$ cat config.mk
export PLATFORM = sky130hd
export DESIGN_NAME = mult_datapath
export DESIGN_NICKNAME = d
export VERILOG_FILES = /design/src/rtl/mult_datapath.sv
export SDC_FILE = /design/constraint.sdc
export NUM_CORES = 1
export LEC_CHECK = 0
export ABC_AREA = 1
export CORE_MARGIN = 2
export CORE_UTILIZATION = 54
export DETAILED_ROUTE_END_ITERATION = 10
export HOLD_SLACK_MARGIN = 0.12
export PLACE_DENSITY_LB_ADDON = 0.1
export SLEW_MARGIN = 25
export SYNTH_ARGS = -nofsm -noshare
export SYNTH_HDL_FRONTEND = slang
export SYNTH_SLANG_ARGS = --single-unit
$ cat constraint.sdc
create_clock -name clk -period 2.5 [get_ports clk]
set_clock_uncertainty 0.1 [all_clocks]
set_input_delay 0.375 -clock clk [delete_from_list [all_inputs] [get_ports clk]]
set_output_delay 0.375 -clock clk [all_outputs]
set_load 0.02 [all_outputs]
$ cat src/rtl/mult_datapath.sv
// Shift-add datapath of the WxW unsigned multiplier: operand A, partial product P, shift counter.
// Optional sticky sequencing check enabled by defining MULT_DP_SEQCHK_EN.
module mult_datapath #(
   parameter int W = 4
) (
   input  logic           clk,
   input  logic           rst,
   input  logic [W-1:0]   a_in,
   input  logic [W-1:0]   b_in,
   input  logic           sig_rst,
   input  logic           ld1,
   input  logic           ld2,
   input  logic           s0,
   input  logic           s1,
   input  logic           s2,
   output logic [2*W-1:0] product,
   output logic           done,
   output logic           cnt_full,
   output logic           seq_err
);

   localparam int CW = $clog2(W) + 1;
   localparam logic [CW-1:0] CNT_MAX = CW'(W);

   logic [W-1:0]   a_reg, a_next;
   logic [2*W:0]   p_reg, p_next;
   logic [CW-1:0]  cnt_reg, cnt_next;
   logic [2*W-1:0] product_reg, product_next;
   logic           done_reg, done_next;
   logic [W:0]     sum;
   logic [2*W:0]   p_added;
   logic           load;

   assign load = ld1 | ld2;
   assign sum  = {1'b0, p_reg[2*W-1:W]} + {1'b0, a_reg};

   // Combined s0+s1 cycles shift the post-add value, matching two separate cycles.
   always_comb begin
      p_added = p_reg;
      if (s0 && p_reg[0])
         p_added = {sum, p_reg[W-1:0]};
   end

   always_comb begin
      a_next       = a_reg;
      p_next       = p_reg;
      cnt_next     = cnt_reg;
      product_next = product_reg;
      done_next    = 1'b0;
      if (sig_rst) begin
         a_next   = '0;
         p_next   = '0;
         cnt_next = '0;
      end else begin
         if (load) begin
            if (ld1)
               a_next = a_in;
            if (ld2) begin
               p_next   = {{(W+1){1'b0}}, b_in};
               cnt_next = '0;
            end
         end else if (s1) begin
            p_next = p_added >> 1;
            if (cnt_reg != CNT_MAX)
               cnt_next = cnt_reg + CW'(1);
         end else begin
            p_next = p_added;
         end
         // Result latch sees P as it stood before this cycle's update.
         if (s2) begin
            product_next = p_reg[2*W-1:0];
            done_next    = 1'b1;
         end
      end
   end

   always_ff @(posedge clk or posedge rst) begin
      if (rst) begin
         a_reg       <= '0;
         p_reg       <= '0;
         cnt_reg     <= '0;
         product_reg <= '0;
         done_reg    <= 1'b0;
      end else begin
         a_reg       <= a_next;
         p_reg       <= p_next;
         cnt_reg     <= cnt_next;
         product_reg <= product_next;
         done_reg    <= done_next;
      end
   end

`ifdef MULT_DP_SEQCHK_EN
   logic seq_err_reg, seq_err_next;

   always_comb begin
      seq_err_next = seq_err_reg;
      if (!sig_rst) begin
         if (s2 && (cnt_reg != CNT_MAX))
            seq_err_next = 1'b1;
         if (s1 && !load && (cnt_reg == CNT_MAX))
            seq_err_next = 1'b1;
      end
   end

   always_ff @(posedge clk or posedge rst) begin
      if (rst)
         seq_err_reg <= 1'b0;
      else
         seq_err_reg <= seq_err_next;
   end

   assign seq_err = seq_err_reg;
`else
   assign seq_err = 1'b0;
`endif

   assign product  = product_reg;
   assign done     = done_reg;
   assign cnt_full = (cnt_reg == CNT_MAX);

endmodule
==> reports/qor.log <==
INFO  critical_path  critical_path_peak_fanout=3
INFO  timing         timing_max_transition_violations_final=0
INFO  logic_synthesis synthDistinctLibCells=22
INFO  clock_network  tritoncts.num_buffers=3
INFO  logic_synthesis synth.net_count=200
INFO  critical_path  critPathMaxStageDelay=590ps
INFO  floorplan      floorplan.initialDensity=0.561
INFO  hold_path      worstHoldPathType=in -> async
INFO  clock_network  clk_pin_slew=130ps
INFO  final_layout   synthToLayoutAreaGrowth=22.0%
INFO  logic_synthesis mappedNetlistArea=1380µm²
INFO  clock_network  clockBufferDepth=2
INFO  placement      place_area=1650µm²
INFO  floorplan      die-height=54.5µm
INFO  detailed_routing route.detailed.drc=0
INFO  final_layout   final_antenna_diode_count=0
INFO  timing         finalWorstSetupSlack=316ps
INFO  logic_synthesis syn_area_per_cell=7.78µm²
INFO  timing         setup_tns=0ps
INFO  global_route   grt_start_max_net_pins=26
INFO  floorplan      num_io_pins=27
INFO  global_route   global_route_wire_length_before_repair=4.43mm
INFO  placement      port_buffers=25
INFO  logic_synthesis synth.yosys.seq_area_share=0.455
INFO  critical_path  worstPathArrival=1710ps
INFO  timing         setup_repair_after_global_routing_missed_its_margin=no
INFO  final_layout   fraction_of_final_layout_cells_sized_beyond_drive_strength_1=0.0882
INFO  timing         timing_hold_violations_final=0
INFO  timing         final.period_utilization=0.874
INFO  timing         finalCriticalPeriod=2180ps
INFO  clock_network  numClockSinks=25
INFO  detailed_routing vias=1,190
INFO  critical_path  crit_buf_inv=3
INFO  critical_path  highest_delay_cell_along_the_critical_path=clkdlybuf4s50_1
INFO  final_layout   final_area=1680µm²
INFO  critical_path  critPathRequiredTime=2030ps
INFO  placement      place_inst=230
INFO  floorplan      num_rows=18
INFO  timing         setup_violations=0
INFO  global_route   global_route.usage.total=0.211
INFO  detailed_routing detail_route.wl_per_cell=11.9µm
INFO  clock_network  clock_tree_from_tritoncts=done
INFO  critical_path  crit_family=buffers and inverters
INFO  global_route   number_of_global_route_vias_before_repair=1,041
INFO  placement      place.gp.congestion=0.781
INFO  timing         timing.fmax=458MHz
INFO  critical_path  worstPathCellList=inv_1 -> ha_1 -> nand2_1 -> inv_1 -> clkdlybuf4s50_1
INFO  final_layout   largest_register_ffs=9
INFO  detailed_routing detail_route.first_pass.iterations=4
INFO  floorplan      dieWidth=54.5µm
INFO  floorplan      floorplan.die_area=2970µm²
INFO  detailed_routing antenna_violating_nets_post_route=0
INFO  power_and_ir_drop power.static_leakage=0.877nW
INFO  detailed_routing via_per_inst=5.09
INFO  placement      dp_slack=452ps
INFO  logic_synthesis ys_ff_latch=25
INFO  clock_network  htree_levels=1
INFO  clock_network  postCtsHoldBufs=0
INFO  critical_path  worstSetupStartpointType=flop
INFO  critical_path  crit_top_cell=inv_1
INFO  final_layout   fillerInstances=209
INFO  global_route   grt-ovfl-total=0
INFO  final_layout   fin_util=0.684
INFO  detailed_routing dr.first_iter.drc_count=29
INFO  global_route   antenna_found_initial=0
INFO  clock_network  post_cts.resized_instances=0
INFO  clock_network  post-cts-setup-buffers=0
INFO  critical_path  critical_path_class=reg -> out
INFO  logic_synthesis synth-warning-count=0
INFO  detailed_routing wirelength=2.78mm
INFO  final_layout   fin_nets=228
INFO  power_and_ir_drop p_total=0.748mW
INFO  logic_synthesis synthesis.instances=177
INFO  final_layout   final_cell_count_no_fill=234
INFO  floorplan      core_area=2450µm²
INFO  timing         fin_hold_ws=283ps
INFO  power_and_ir_drop power_density=446nW/µm²
INFO  clock_network  latest_clock_arrival_within_the_worst_skew_pair=320ps
INFO  critical_path  endpoint_kind=output port
INFO  clock_network  cts_root_buffer=clkbuf_4
INFO  outcome        outcome=complete, no violations
INFO  power_and_ir_drop max-vdd-ir-drop=0.000291V
INFO  run            max_cap_viol_count=0
INFO  placement      post-dp-hpwl=2.22mm
==> Yosys cell counts <==
master / instances / area share
nand2_4: 2 / 0.016
nor2_1: 8 / 0.022
inv_1: 21 / 0.057
a22oi_1: 1 / 0.0055
clkinv_2: 1 / 0.0036
inv_2: 3 / 0.0082
buf_4: 2 / 0.011
nand3_1: 18 / 0.065
o21ai_0: 11 / 0.040
dfrtp_1: 25 / 0.45
nor2_2: 2 / 0.0091
nand4_1: 1 / 0.0045
fa_1: 1 / 0.015
nor3b_1: 1 / 0.0055
buf_2: 1 / 0.0036
o21ai_1: 6 / 0.022
nand2_1: 61 / 0.17
ha_1: 6 / 0.055
nor2_4: 1 / 0.0082
nand2_2: 3 / 0.014
conb_1: 1 / 0.0027
nor3_4: 1 / 0.012
==> path summary, 6_finish.rpt <==
kind                                   startpoint                     end  slack (ps)  cells past startpoint
max                        cnt_reg[0]$_DFFE_PP0P_                cnt_full         320                      5
min                                           rst    p_reg[7]$_DFFE_PP0P_         280                      3
max reg2reg                  p_reg[4]$_DFFE_PP0P_    p_reg[6]$_DFFE_PP0P_         700                      9
min reg2reg                product[6]$_DFFE_PP0P_  product[6]$_DFFE_PP0P_         390                      2
max in group asynchronous                     rst  product[5]$_DFFE_PP0P_        1780                      3
min in group clk           product[6]$_DFFE_PP0P_  product[6]$_DFFE_PP0P_         390                      2
==> cell families after synthesis <==
logic type / share of synthesized area
other: 0.00272
adder cells (fa/ha/maj): 0.0691
AND/OR/NAND/NOR: 0.323
flip-flops: 0.455
buffers and inverters: 0.0836
AO/OA/AOI/OAI: 0.0673
==> worst min-delay path, delay by kind of cell <==
family / cells / cell delay, ps
buffers and inverters: 3 / 740
==> layout by cell type (no fill, tap or decap) <==
| cell | n |
|---|---|
| a22oi_1 | 1 |
| buf_4 | 1 |
| clkbuf_4 | 3 |
| clkdlybuf4s50_1 | 25 |
| clkinv_2 | 2 |
| conb_1 | 1 |
| dfrtp_1 | 25 |
| fa_1 | 1 |
| ha_1 | 6 |
| inv_1 | 21 |
| inv_2 | 3 |
| nand2_1 | 61 |
| nand2_2 | 3 |
| nand2_4 | 2 |
| nand3_1 | 18 |
| nand4_1 | 1 |
| nor2_1 | 8 |
| nor2_2 | 2 |
| nor2_4 | 1 |
| nor3_4 | 1 |
| nor3b_1 | 1 |
| o21ai_0 | 11 |
| o21ai_1 | 6 |
==> report_power, final <==
part | switching [mW] | internal (mW)
clock | 0.117 | 0.0599
sequential | 0.0105 | 0.423
combinational | 0.0790 | 0.0589
==> routing by layer <==
metal | vias up | part of all wire | global-route usage
met5 | - | 0 | 0
met4 | 0 | 0.015 | 0.0625
met3 | 7 | 0.054 | 0.0355
met2 | 41 | 0.49 | 0.382
met1 | 536 | 0.44 | 0.256
li1 | 606 | - | -
==> area by class of cell <==
| type | count | area, µm² | area share |
|---|---|---|---|
| clock buffer | 3 | 22.5 | 0.0134 |
| clock inverter | 1 | 5.00 | 0.00298 |
| multi-input combinational | 124 | 636 | 0.379 |
| timing repair buffer | 26 | 258 | 0.154 |
| sequential | 25 | 626 | 0.373 |
| inverter | 25 | 95.1 | 0.0566 |
| tap | 30 | 37.5 | 0.0224 |
Note: power is estimated with default switching activity, not from simulation.
